--- config.mk ---
export PLATFORM = sky130hd
export DESIGN_NAME = ex_mem_stage_flat
export DESIGN_NICKNAME = d
export VERILOG_FILES = /design/src/rtl/ex_mem_stage_pkg.sv /design/src/rtl/ex_mem_stage_if.sv /design/src/rtl/ex_mem_stage_alu_ctrl.sv /design/src/rtl/ex_mem_stage.sv /design/src/flat_wrapper.sv
export SDC_FILE = /design/constraint.sdc
export NUM_CORES = 1
export LEC_CHECK = 0
export CAP_MARGIN = 20
export CORE_MARGIN = 2
export CORE_UTILIZATION = 50
export CTS_CLUSTER_DIAMETER = 120
export DETAILED_ROUTE_END_ITERATION = 12
export GPL_ROUTABILITY_DRIVEN = 0
export PLACE_DENSITY = 0.83
export SYNTH_ARGS = -nofsm -noshare
export SYNTH_HDL_FRONTEND = slang
export SYNTH_SLANG_ARGS = --single-unit
--- constraint.sdc ---
create_clock -name clk -period 20.2 [get_ports clk]
set_clock_uncertainty 0.2 [all_clocks]
set_input_delay 6.06 -clock clk [delete_from_list [all_inputs] [get_ports clk]]
set_output_delay 6.06 -clock clk [all_outputs]
set_load 0.03 [all_outputs]
--- src/rtl/ex_mem_stage_pkg.sv ---
// Shared encodings for the execute stage: ALU operations, funct codes,
// ALU-op classes from decode, and operand forwarding selects.
package ex_mem_stage_pkg;

  typedef enum logic [2:0] {
    ALU_ADD = 3'd0,
    ALU_SUB = 3'd1,
    ALU_AND = 3'd2,
    ALU_OR  = 3'd3,
    ALU_SLT = 3'd4
  } alu_op_t;

  localparam logic [5:0] FUNCT_ADD = 6'h20;
  localparam logic [5:0] FUNCT_SUB = 6'h22;
  localparam logic [5:0] FUNCT_AND = 6'h24;
  localparam logic [5:0] FUNCT_OR  = 6'h25;
  localparam logic [5:0] FUNCT_SLT = 6'h2A;

  localparam logic [1:0] ALUOP_ADD   = 2'b00;
  localparam logic [1:0] ALUOP_SUB   = 2'b01;
  localparam logic [1:0] ALUOP_RTYPE = 2'b10;
  localparam logic [1:0] ALUOP_AND   = 2'b11;

  typedef enum logic [1:0] {
    FWD_REG   = 2'd0,
    FWD_EXMEM = 2'd1,
    FWD_MEMWB = 2'd2
  } fwd_sel_t;

endpackage

--- src/rtl/ex_mem_stage_if.sv ---
// Execute-stage bundle: ID/EX fields, hazard/writeback side inputs and the
// EX/MEM register outputs. master drives ID/EX, slave is the execute stage.
interface ex_mem_stage_if #(
  parameter int WIDTH = 32,
  parameter int REGW  = 5
);
  logic             regdst, jump, branch, memread, memtoreg, memwrite, alusrc, regwrite;
  logic [1:0]       aluop;
  logic [WIDTH-1:0] read1, read2, signExtended, pc4;
  logic [REGW-1:0]  ins25_21, ins20_16, ins15_11;
  logic [REGW-1:0]  ifid_rs, ifid_rt;
  logic             memwb_regwrite;
  logic [REGW-1:0]  memwb_rd;
  logic [WIDTH-1:0] memwb_data;
  logic             stall, flush;
  logic             load_use;
  logic             mem_valid, mem_regwrite, mem_memtoreg, mem_memread, mem_memwrite;
  logic             mem_branch, mem_jump, mem_zero;
  logic [WIDTH-1:0] mem_aluresult, mem_writedata, mem_target;
  logic [REGW-1:0]  mem_rd;

  modport master (
    output regdst, jump, branch, memread, memtoreg, memwrite, alusrc, regwrite, aluop,
           read1, read2, signExtended, pc4, ins25_21, ins20_16, ins15_11,
           ifid_rs, ifid_rt, memwb_regwrite, memwb_rd, memwb_data, stall, flush,
    input  load_use, mem_valid, mem_regwrite, mem_memtoreg, mem_memread, mem_memwrite,
           mem_branch, mem_jump, mem_zero, mem_aluresult, mem_writedata, mem_target, mem_rd
  );

  modport slave (
    input  regdst, jump, branch, memread, memtoreg, memwrite, alusrc, regwrite, aluop,
           read1, read2, signExtended, pc4, ins25_21, ins20_16, ins15_11,
           ifid_rs, ifid_rt, memwb_regwrite, memwb_rd, memwb_data, stall, flush,
    output load_use, mem_valid, mem_regwrite, mem_memtoreg, mem_memread, mem_memwrite,
           mem_branch, mem_jump, mem_zero, mem_aluresult, mem_writedata, mem_target, mem_rd
  );
endinterface

--- src/rtl/ex_mem_stage_alu_ctrl.sv ---
// ALU control: maps the decode op class plus funct field to an ALU operation.
module ex_mem_stage_alu_ctrl
  import ex_mem_stage_pkg::*;
(
  input  logic [1:0] aluop,
  input  logic [5:0] funct,
  output alu_op_t    op
);

  always_comb begin
    op = ALU_ADD;
    case (aluop)
      ALUOP_ADD: op = ALU_ADD;
      ALUOP_SUB: op = ALU_SUB;
      ALUOP_AND: op = ALU_AND;
      ALUOP_RTYPE: begin
        case (funct)
          FUNCT_ADD: op = ALU_ADD;
          FUNCT_SUB: op = ALU_SUB;
          FUNCT_AND: op = ALU_AND;
          FUNCT_OR:  op = ALU_OR;
          FUNCT_SLT: op = ALU_SLT;
          default:   op = ALU_ADD;
        endcase
      end
      default: op = ALU_ADD;
    endcase
  end

endmodule

--- src/rtl/ex_mem_stage.sv ---
// Execute stage of the 5-stage MIPS pipeline: forwarding, ALU, branch target,
// EX/MEM register and the load-use hazard flag.
module ex_mem_stage
  import ex_mem_stage_pkg::*;
#(
  parameter int WIDTH = 32,
  parameter int REGW  = 5
) (
  input logic          clk,
  input logic          startin,
  ex_mem_stage_if.slave bus
);

  logic             vld_p1, regwrite_p1, memtoreg_p1, memread_p1, memwrite_p1;
  logic             branch_p1, jump_p1, zero_p1;
  logic [WIDTH-1:0] aluresult_p1, writedata_p1, target_p1;
  logic [REGW-1:0]  rd_p1;

  fwd_sel_t         sel_a, sel_b;
  alu_op_t          alu_op;
  logic [WIDTH-1:0] fwd_a, fwd_b, alu_b, alu_res, target;
  logic [REGW-1:0]  dst;

  function automatic fwd_sel_t fwd_pick(
    input logic [REGW-1:0] src,
    input logic            ex_en,
    input logic [REGW-1:0] ex_rd,
    input logic            wb_en,
    input logic [REGW-1:0] wb_rd
  );
    if (ex_en && ex_rd != '0 && ex_rd == src)
      return FWD_EXMEM;
    else if (wb_en && wb_rd != '0 && wb_rd == src)
      return FWD_MEMWB;
    else
      return FWD_REG;
  endfunction

  function automatic logic [WIDTH-1:0] alu_eval(
    input alu_op_t                 op,
    input logic signed [WIDTH-1:0] a,
    input logic signed [WIDTH-1:0] b
  );
    logic [WIDTH-1:0] r;
    case (op)
      ALU_SUB: r = a - b;
      ALU_AND: r = a & b;
      ALU_OR:  r = a | b;
      ALU_SLT: r = {{(WIDTH-1){1'b0}}, (a < b)};
      default: r = a + b;
    endcase
    return r;
  endfunction

  ex_mem_stage_alu_ctrl u_alu_ctrl (
    .aluop (bus.aluop),
    .funct (bus.signExtended[5:0]),
    .op    (alu_op)
  );

  // Stage p0: operand forwarding and execute. A bubble in EX/MEM never forwards.
  always_comb begin
    sel_a = fwd_pick(bus.ins25_21, vld_p1 && regwrite_p1, rd_p1, bus.memwb_regwrite, bus.memwb_rd);
    sel_b = fwd_pick(bus.ins20_16, vld_p1 && regwrite_p1, rd_p1, bus.memwb_regwrite, bus.memwb_rd);

    case (sel_a)
      FWD_EXMEM: fwd_a = aluresult_p1;
      FWD_MEMWB: fwd_a = bus.memwb_data;
      default:   fwd_a = bus.read1;
    endcase

    case (sel_b)
      FWD_EXMEM: fwd_b = aluresult_p1;
      FWD_MEMWB: fwd_b = bus.memwb_data;
      default:   fwd_b = bus.read2;
    endcase

    alu_b   = bus.alusrc ? bus.signExtended : fwd_b;
    alu_res = alu_eval(alu_op, fwd_a, alu_b);
    target  = bus.pc4 + {bus.signExtended[WIDTH-3:0], 2'b00};
    dst     = bus.regdst ? bus.ins15_11 : bus.ins20_16;
  end

  assign bus.load_use = bus.memread && (bus.ins20_16 != '0) &&
                        ((bus.ins20_16 == bus.ifid_rs) || (bus.ins20_16 == bus.ifid_rt));

  // Stage p1: EX/MEM register. Reset and flush both leave a zeroed bubble.
  always_ff @(posedge clk) begin
    if (!startin || bus.flush) begin
      vld_p1       <= 1'b0;
      regwrite_p1  <= 1'b0;
      memtoreg_p1  <= 1'b0;
      memread_p1   <= 1'b0;
      memwrite_p1  <= 1'b0;
      branch_p1    <= 1'b0;
      jump_p1      <= 1'b0;
      zero_p1      <= 1'b0;
      aluresult_p1 <= '0;
      writedata_p1 <= '0;
      target_p1    <= '0;
      rd_p1        <= '0;
    end else if (!bus.stall) begin
      vld_p1       <= 1'b1;
      regwrite_p1  <= bus.regwrite;
      memtoreg_p1  <= bus.memtoreg;
      memread_p1   <= bus.memread;
      memwrite_p1  <= bus.memwrite;
      branch_p1    <= bus.branch;
      jump_p1      <= bus.jump;
      zero_p1      <= (alu_res == '0);
      aluresult_p1 <= alu_res;
      writedata_p1 <= fwd_b;
      target_p1    <= target;
      rd_p1        <= dst;
    end
  end

  assign bus.mem_valid     = vld_p1;
  assign bus.mem_regwrite  = regwrite_p1;
  assign bus.mem_memtoreg  = memtoreg_p1;
  assign bus.mem_memread   = memread_p1;
  assign bus.mem_memwrite  = memwrite_p1;
  assign bus.mem_branch    = branch_p1;
  assign bus.mem_jump      = jump_p1;
  assign bus.mem_zero      = zero_p1;
  assign bus.mem_aluresult = aluresult_p1;
  assign bus.mem_writedata = writedata_p1;
  assign bus.mem_target    = target_p1;
  assign bus.mem_rd        = rd_p1;

endmodule

--- src/flat_wrapper.sv ---
// flat-port wrapper written by rule: the top's interface ports become plain ports
module ex_mem_stage_flat import ex_mem_stage_pkg::*;
#(
  parameter int WIDTH = 32,
  parameter int REGW  = 5
)
  (clk, startin, bus_regdst, bus_jump, bus_branch, bus_memread, bus_memtoreg, bus_memwrite, bus_alusrc, bus_regwrite, bus_aluop, bus_read1, bus_read2, bus_signExtended, bus_pc4, bus_ins25_21, bus_ins20_16, bus_ins15_11, bus_ifid_rs, bus_ifid_rt, bus_memwb_regwrite, bus_memwb_rd, bus_memwb_data, bus_stall, bus_flush, bus_load_use, bus_mem_valid, bus_mem_regwrite, bus_mem_memtoreg, bus_mem_memread, bus_mem_memwrite, bus_mem_branch, bus_mem_jump, bus_mem_zero, bus_mem_aluresult, bus_mem_writedata, bus_mem_target, bus_mem_rd);
  ex_mem_stage_if #(.WIDTH(WIDTH), .REGW(REGW)) bus_i ();
  input logic clk;
  input logic startin;
  input wire logic [$bits(bus_i.regdst)-1:0] bus_regdst;
  input wire logic [$bits(bus_i.jump)-1:0] bus_jump;
  input wire logic [$bits(bus_i.branch)-1:0] bus_branch;
  input wire logic [$bits(bus_i.memread)-1:0] bus_memread;
  input wire logic [$bits(bus_i.memtoreg)-1:0] bus_memtoreg;
  input wire logic [$bits(bus_i.memwrite)-1:0] bus_memwrite;
  input wire logic [$bits(bus_i.alusrc)-1:0] bus_alusrc;
  input wire logic [$bits(bus_i.regwrite)-1:0] bus_regwrite;
  input wire logic [$bits(bus_i.aluop)-1:0] bus_aluop;
  input wire logic [$bits(bus_i.read1)-1:0] bus_read1;
  input wire logic [$bits(bus_i.read2)-1:0] bus_read2;
  input wire logic [$bits(bus_i.signExtended)-1:0] bus_signExtended;
  input wire logic [$bits(bus_i.pc4)-1:0] bus_pc4;
  input wire logic [$bits(bus_i.ins25_21)-1:0] bus_ins25_21;
  input wire logic [$bits(bus_i.ins20_16)-1:0] bus_ins20_16;
  input wire logic [$bits(bus_i.ins15_11)-1:0] bus_ins15_11;
  input wire logic [$bits(bus_i.ifid_rs)-1:0] bus_ifid_rs;
  input wire logic [$bits(bus_i.ifid_rt)-1:0] bus_ifid_rt;
  input wire logic [$bits(bus_i.memwb_regwrite)-1:0] bus_memwb_regwrite;
  input wire logic [$bits(bus_i.memwb_rd)-1:0] bus_memwb_rd;
  input wire logic [$bits(bus_i.memwb_data)-1:0] bus_memwb_data;
  input wire logic [$bits(bus_i.stall)-1:0] bus_stall;
  input wire logic [$bits(bus_i.flush)-1:0] bus_flush;
  output wire logic [$bits(bus_i.load_use)-1:0] bus_load_use;
  output wire logic [$bits(bus_i.mem_valid)-1:0] bus_mem_valid;
  output wire logic [$bits(bus_i.mem_regwrite)-1:0] bus_mem_regwrite;
  output wire logic [$bits(bus_i.mem_memtoreg)-1:0] bus_mem_memtoreg;
  output wire logic [$bits(bus_i.mem_memread)-1:0] bus_mem_memread;
  output wire logic [$bits(bus_i.mem_memwrite)-1:0] bus_mem_memwrite;
  output wire logic [$bits(bus_i.mem_branch)-1:0] bus_mem_branch;
  output wire logic [$bits(bus_i.mem_jump)-1:0] bus_mem_jump;
  output wire logic [$bits(bus_i.mem_zero)-1:0] bus_mem_zero;
  output wire logic [$bits(bus_i.mem_aluresult)-1:0] bus_mem_aluresult;
  output wire logic [$bits(bus_i.mem_writedata)-1:0] bus_mem_writedata;
  output wire logic [$bits(bus_i.mem_target)-1:0] bus_mem_target;
  output wire logic [$bits(bus_i.mem_rd)-1:0] bus_mem_rd;
  assign bus_i.regdst = bus_regdst;
  assign bus_i.jump = bus_jump;
  assign bus_i.branch = bus_branch;
  assign bus_i.memread = bus_memread;
  assign bus_i.memtoreg = bus_memtoreg;
  assign bus_i.memwrite = bus_memwrite;
  assign bus_i.alusrc = bus_alusrc;
  assign bus_i.regwrite = bus_regwrite;
  assign bus_i.aluop = bus_aluop;
  assign bus_i.read1 = bus_read1;
  assign bus_i.read2 = bus_read2;
  assign bus_i.signExtended = bus_signExtended;
  assign bus_i.pc4 = bus_pc4;
  assign bus_i.ins25_21 = bus_ins25_21;
  assign bus_i.ins20_16 = bus_ins20_16;
  assign bus_i.ins15_11 = bus_ins15_11;
  assign bus_i.ifid_rs = bus_ifid_rs;
  assign bus_i.ifid_rt = bus_ifid_rt;
  assign bus_i.memwb_regwrite = bus_memwb_regwrite;
  assign bus_i.memwb_rd = bus_memwb_rd;
  assign bus_i.memwb_data = bus_memwb_data;
  assign bus_i.stall = bus_stall;
  assign bus_i.flush = bus_flush;
  assign bus_load_use = bus_i.load_use;
  assign bus_mem_valid = bus_i.mem_valid;
  assign bus_mem_regwrite = bus_i.mem_regwrite;
  assign bus_mem_memtoreg = bus_i.mem_memtoreg;
  assign bus_mem_memread = bus_i.mem_memread;
  assign bus_mem_memwrite = bus_i.mem_memwrite;
  assign bus_mem_branch = bus_i.mem_branch;
  assign bus_mem_jump = bus_i.mem_jump;
  assign bus_mem_zero = bus_i.mem_zero;
  assign bus_mem_aluresult = bus_i.mem_aluresult;
  assign bus_mem_writedata = bus_i.mem_writedata;
  assign bus_mem_target = bus_i.mem_target;
  assign bus_mem_rd = bus_i.mem_rd;
  ex_mem_stage #(.WIDTH(WIDTH), .REGW(REGW)) u_core (.clk(clk), .startin(startin), .bus(bus_i));
endmodule
; Word-level counts from Yosys, hierarchy flattened
; Index checks and enable logic that the tools add are counted.
[classes]
addsub = 3
n_lt_le_gt_ge = 1
eq_ne = 21
n_mux = 11
n_bitwise = 2
reduce_logical = 17
[ops]
columns = cell, n
row1 = one-hot mux 32 bit (2 select lines), 2
row2 = one-hot mux 32 bit (4 select lines), 1
row3 = adder 32 bit, 2
row4 = bitwise AND 32 bit, 1
row5 = logical NOT 32 bit, 1
row6 = < comparator 32 bit, 1
row7 = two-way mux 32 bit, 1
row8 = bitwise OR 32 bit, 1
row9 = subtractor 32 bit, 1
row10 = equality test 5 bit, 6
row11 = equality test 6 bit (second input constant), 4
row12 = one-hot mux 3 bit (4 select lines), 2
row13 = nonzero test 5 bit, 3
row14 = logical AND 1 bit, 9
row15 = equality test 2 bit (second input constant), 4
row16 = two-way mux 2 bit, 4
row17 = equality test 2 x 1 -> 1 bit (second input constant), 3
row18 = equality test 3 x 2 -> 1 bit (second input constant), 2
row19 = two-way mux 5 bit, 1
row20 = equality test 3 x 1 -> 1 bit (second input constant), 1
row21 = equality test 3 bit (second input constant), 1
row22 = logical NOT 2 bit, 1
row23 = logical OR 1 bit, 2
row24 = logical NOT 1 bit, 1
[totals]
regBits = 109
input_bits = 205
out_inout_bits = 110

; Logic depth before layout (Yosys ltp)
[logic_depth]
ltp_word = 11
depth_mapped = 23

; By module
; A second synthesis with hierarchy kept.
[hier_totals]
cells_unflattened = 1717
area_unflattened_um2 = 12742.2
[modules_own_cells]
columns = module, instances, cells_each, area_per_inst_um2
row1 = ex_mem_stage, 1, 1706, 12658.4
row2 = ex_mem_stage_alu_ctrl, 1, 11, 83.8

; Worst setup path before layout
; OpenSTA, ideal clock, no wires.
[synth_timing]
kind = input port to output port
startpoint = input port bus_ins20_16[3]
endpoint = output port bus_load_use
arrival_time_ps = 7163
required_time_ps = 13940
slack_ps = 6777
stages = 5
path_cell_list = clkbuf_1 xor2_1 nor3_1 nand3_1 a21oi_1
[synth_between]
elab_chain_cells = 3
[synth_lines]
columns = element, line
row1 = "start, declared", flat_wrapper.sv:25  ; input wire logic [$bits(bus_i.ins20_16)-1:0] bus_ins20_16;
row2 = equality test 5 bit or nonzero test 5 bit (tied branches), "ex_mem_stage.sv:85, ex_mem_stage.sv:84"
row3 = logical OR 1 bit or logical AND 1 bit (tied branches), "ex_mem_stage.sv:85, ex_mem_stage.sv:84"
row4 = logical AND 1 bit *, ex_mem_stage.sv:84  ; assign bus.load_use = bus.memread && (bus.ins20_16 != '0) &&
row5 = "end, declared", flat_wrapper.sv:34  ; output wire logic [$bits(bus_i.load_use)-1:0] bus_load_use;
; Every way passes the cells marked *; elsewhere a longest branch is shown, timed or not.

; Worst setup path in the final report
; Ends and elaborated chain as after synthesis.

==> key figures <==
Status
  – Result of the run: finished, final reports clean

Layout
  – Fill cells: 2,099
  – Final non-filler cell total: 2,285
  – Post-Route Utilization: 66.0%
  – Final nets: 2,290
  – Share of layout cells above drive strength 1: 3.26%
  – Total inserted antenna cells: 0
  – Synthesis-to-finish area growth: 28.6%
  – Summed area of non-filler cells in the final layout: 16,100 sq um
  – Footprint of the flip-flops and latches: 2180 sq um
  – Combined area of the multi-input logic cells: 9610 sq um

Setup path
  – Critical Path End Type: primary output
  – Slowest CP cell: sky130_fd_sc_hd__clkdlybuf4s50_1
  – Count of cells along the worst register-to-register path: 19
  – Critical path's top delay family: buffers and inverters
  – Slack of the worst reg-to-reg path: 13,870 ps
  – CP Data Arrival Time: 8070 ps
  – Cells along the critical path: clkdlybuf4s50_1, xor2_1, nor3_1, nand3_1, a21oi_1, clkdlybuf4s50_1
  – Slowest cell delay on critical path: 690 ps
  – Critical Setup Path Class: in -> out
  – Maximum net fanout on the critical path: 6
  – Required time at the worst-slack endpoint: 13,940 ps
  – Critical Path Source Type: primary input
  – Crit path buf inv count: 2
  – End of the worst register-to-register path: u_core.bus.mem_zero
  – Source of the worst register-to-register timing path: u_core.bus.mem_rd[0]
  – Most used cell, CP: sky130_fd_sc_hd__clkdlybuf4s50_1

Yosys
  – Post-synthesis sequential element count: 109
  – Post-synth design cell area: 12,600 sq um
  – Synth Flop Type: sky130_fd_sc_hd__dfxtp_1
  – Sequential element share of the synthesized area: 17.4%
  – Post-synth EDFFs: 0
  – Fraction of registers with async set/reset: 0%
  – Warning count from the yosys run: 0
  – Number of instances in the synthesized netlist: 1,716
  – Post-synthesis area per instance: 7.32 sq um
  – Fraction of post-synthesis cell area in the top cell type by area: 17.4%
  – Post-synthesis net count: 2,050
  – Largest cells by area after synthesis: sky130_fd_sc_hd__dfxtp_1, sky130_fd_sc_hd__ha_1, sky130_fd_sc_hd__mux2i_1, sky130_fd_sc_hd__a21oi_1, sky130_fd_sc_hd__nor2_1
  – Cell taking the most area after synthesis: sky130_fd_sc_hd__dfxtp_1
  – Count of cell types in the netlist: 92

Power and ir drop
  – Peak ir drop on the vdd network: 43.5 uV
  – PnR Total Power: 0.851 mW
  – Leakage Power: 6.81 nW
  – Ratio of total power to cell area: 52.7 nW/um^2

Place
  – HPWL reported at the end of detailed placement: 37,900 um
  – Cells after DPL: 2,269
  – Total of buffers placed on input and output ports: 314
  – Placed instance area: 15,800 sq um

Timing
  – Share of the clock period used by the worst path after layout: 71.0%
  – Count of final hold-check violations: 0
  – Setup TNS after final layout: 0 ps
  – Max_slew headroom: 34.0%
  – RSZ-0062 raised after global routing: no
  – Max Transition Viols Final: 0
  – Fmax achieved: 69.8 MHz
  – Minimum clock period: 14,330 ps
  – Final-report setup violation count: 0
  – Actual slew at the worst max-slew pin: 991 ps

Die
  – Core Region: 24,500 sq um
  – Vertical extent of the die: 162 um
  – Overall die width: 162 um
  – Overall die area: 26,400 sq um
  – Initial cell density of the core: 51.3%
  – I/O pin total: 315
  – Floorplan row count: 57

Clock tree
  – Clock network latency to the later pin of the worst-skew pair: 370 ps
  – Inserted Clock Buffers: 9
  – H-tree lvl count: 3
  – Sink count of the clock tree: 109
  – Number of setup buffers added after CTS: 0
  – Count of hold-fix buffers inserted at cts: 0
  – CTS clock-pin slew for the worst setup and hold paths: 80 ps
  – Count of cells resized by post-cts repair: 0
  – Cell chosen for the clock root: sky130_fd_sc_hd__clkbuf_16
  – Max clock buf depth: 2
  – CTS tree: yes

Worst hold path
  – Worst hold path cell count: 2
  – Hold Path Class: reg -> reg
  – Launch instance of the worst min-delay path: u_core.bus.mem_target[24]
  – Hold Crit Endpoint: u_core.bus.mem_target[24]

Routing
  – Remaining DRCs: 0
  – First DRT Iteration DRCs: 1,810
  – Via density per instance: 6.29
  – First-pass detailed-route iteration total: 8
  – ANT nets after route: 0
  – Vias: 14,381
  – Final Routed Wirelength: 49,100 um
  – Wire per inst: 21.5 um

GRT
  – Via count of the first global-routing pass: 13,996
  – Pin count of the biggest net entering global routing: 65
  – Sum of overflow across all layers after global routing: 0
  – Initial antenna violation count: 0
  – Overall global routing resource usage: 36.3%
  – Global-route wire length before repair: 75,800 um

Job
  – Max-cap violations: 0
[cells in the mapped netlist, types with 6 or more instances]
library cell                 n
sky130_fd_sc_hd__o21bai_1    9
sky130_fd_sc_hd__o221ai_1   16
sky130_fd_sc_hd__nor2_1    257
sky130_fd_sc_hd__xor2_1     28
sky130_fd_sc_hd__o211ai_1   16
sky130_fd_sc_hd__nand3_1    22
sky130_fd_sc_hd__a221o_1    11
sky130_fd_sc_hd__o31a_1     10
sky130_fd_sc_hd__buf_2      17
sky130_fd_sc_hd__nor3_1     28
sky130_fd_sc_hd__nor3b_1     6
sky130_fd_sc_hd__or2_2       6
sky130_fd_sc_hd__nand4_1    14
sky130_fd_sc_hd__xnor2_1    40
sky130_fd_sc_hd__or3_1       6
sky130_fd_sc_hd__nor2b_1    17
sky130_fd_sc_hd__a31oi_1    20
sky130_fd_sc_hd__a21oi_1   209
sky130_fd_sc_hd__a211o_1     7
sky130_fd_sc_hd__a21o_1     25
sky130_fd_sc_hd__dfxtp_1   109
sky130_fd_sc_hd__clkbuf_1   72
sky130_fd_sc_hd__o21a_1     15
sky130_fd_sc_hd__ha_1      126
sky130_fd_sc_hd__o21ai_0    58
sky130_fd_sc_hd__a211oi_1   19
sky130_fd_sc_hd__mux2i_1   154
sky130_fd_sc_hd__o31ai_1     9
sky130_fd_sc_hd__a221oi_1   13
sky130_fd_sc_hd__nand2b_1   18
sky130_fd_sc_hd__nor4_1     12
sky130_fd_sc_hd__nand3b_1    6
sky130_fd_sc_hd__nand2_1   121
sky130_fd_sc_hd__inv_1     105
sky130_fd_sc_hd__buf_1       9
[stage by stage]
stage / hold slack, ps / setup slack (ps)
6_report: 280 / 5870
5_1_grt: 296 / 5800
4_1_cts: 273 / 5900
3_5_place_dp: 258 / 5900
3_3_place_gp: 242 / 5940
2_1_floorplan: 380 / 6780
[kinds of logic (layout without fill, tap and decap cells)]
logic type,count (synthesis),after routing,synth area share (%)
xor gates and xnor gates,68,68,4.74
muxes,156,156,12.5
and+or+nand+nor,548,548,20.0
buffers and inverters,207,452,6.45
adders and majority gates,129,129,13.0
AOI/OAI and AO/OA,499,499,25.9
DFF,109,109,17.4
[worst register-to-register path: stages, from the launching register on]
cell and delay (ps):
sky130_fd_sc_hd__dfxtp_1 400, sky130_fd_sc_hd__or3_1 410, sky130_fd_sc_hd__o311a_1 330, sky130_fd_sc_hd__nand4_1 90
sky130_fd_sc_hd__buf_4 600, sky130_fd_sc_hd__nor2_1 130, sky130_fd_sc_hd__a21oi_1 370, sky130_fd_sc_hd__mux2i_1 270
sky130_fd_sc_hd__ha_1 520, sky130_fd_sc_hd__nor3_1 510, sky130_fd_sc_hd__nand3_1 130, sky130_fd_sc_hd__a21oi_1 260
sky130_fd_sc_hd__o211ai_1 240, sky130_fd_sc_hd__a31o_1 290, sky130_fd_sc_hd__a221oi_1 370, sky130_fd_sc_hd__o211ai_1 190
sky130_fd_sc_hd__a2111oi_2 480, sky130_fd_sc_hd__and4b_1 270, sky130_fd_sc_hd__nand4_1 140, sky130_fd_sc_hd__nand2_1 100
[flip-flops by register name, summed over array words and instances, names as in the netlist]
| name | flops |
|---|---|
| u_core.bus.mem_aluresult | 32 |
| u_core.bus.mem_target | 32 |
| u_core.bus.mem_writedata | 32 |
| u_core.bus.mem_rd | 5 |
| u_core.bus.mem_branch | 1 |
| u_core.bus.mem_jump | 1 |
| u_core.bus.mem_memread | 1 |
| u_core.bus.mem_memtoreg | 1 |
| u_core.bus.mem_memwrite | 1 |
| u_core.bus.mem_regwrite | 1 |
| u_core.bus.mem_valid | 1 |
| u_core.bus.mem_zero | 1 |
[power breakdown]
group          internal, mW  switching [mW]
clock                0.0936          0.0965
combinational         0.176           0.251
sequential            0.225         0.00901
[per-layer routing]
metal | part of all wire, % | global-route usage [%] | vias up
met3 | 11 | 8.48 | 127
met1 | 40 | 46.6 | 6751
met4 | 3.3 | 12.5 | 0
met5 | 0 | 0 | -
li1 | - | - | 6612
met2 | 46 | 59.8 | 891
[final cells by class]
cell class                      count  area share, %
Inverter                          107           2.50
Sequential cell                   109           13.5
Clock inverter                      5          0.295
Multi-Input combinational cell   1400           59.5
Tap cell                          324           2.51
Clock buffer                       11           1.57
Timing Repair Buffer              329           20.1
[how the worst max path moves through the flow]
| stage | startpoint | end | slack (ps) | cells past startpoint |
|---|---|---|---|---|
| global route | bus_ins20_16[1] | bus_load_use | 5800 | 6 |
| global placement | bus_ins20_16[0] | bus_load_use | 5940 | 5 |
| detailed placement | bus_ins20_16[0] | bus_load_use | 5900 | 5 |
| finish | bus_ins20_16[3] | bus_load_use | 5870 | 6 |
| floorplan | bus_ins20_16[3] | bus_load_use | 6780 | 5 |
| CTS | bus_ins20_16[3] | bus_load_use | 5900 | 6 |
[layout by cell type, fill, tap and decap left out, drive strengths merged, types with 13 or more instances in the layout]
master	instances
clkdlybuf4s50	312
nand3	22
xnor2	40
a211oi	20
nor2b	17
a31oi	21
nor4	13
inv	110
xor2	28
o211ai	16
nand4	14
o221ai	16
dfxtp	109
nor2	257
nand2	121
o21ai	63
a21oi	209
o21a	15
ha	126
mux2i	154
nor3	28
buf	17
nand2b	18
a21o	25
a221oi	14
Note: power is estimated with default switching activity, not from simulation.
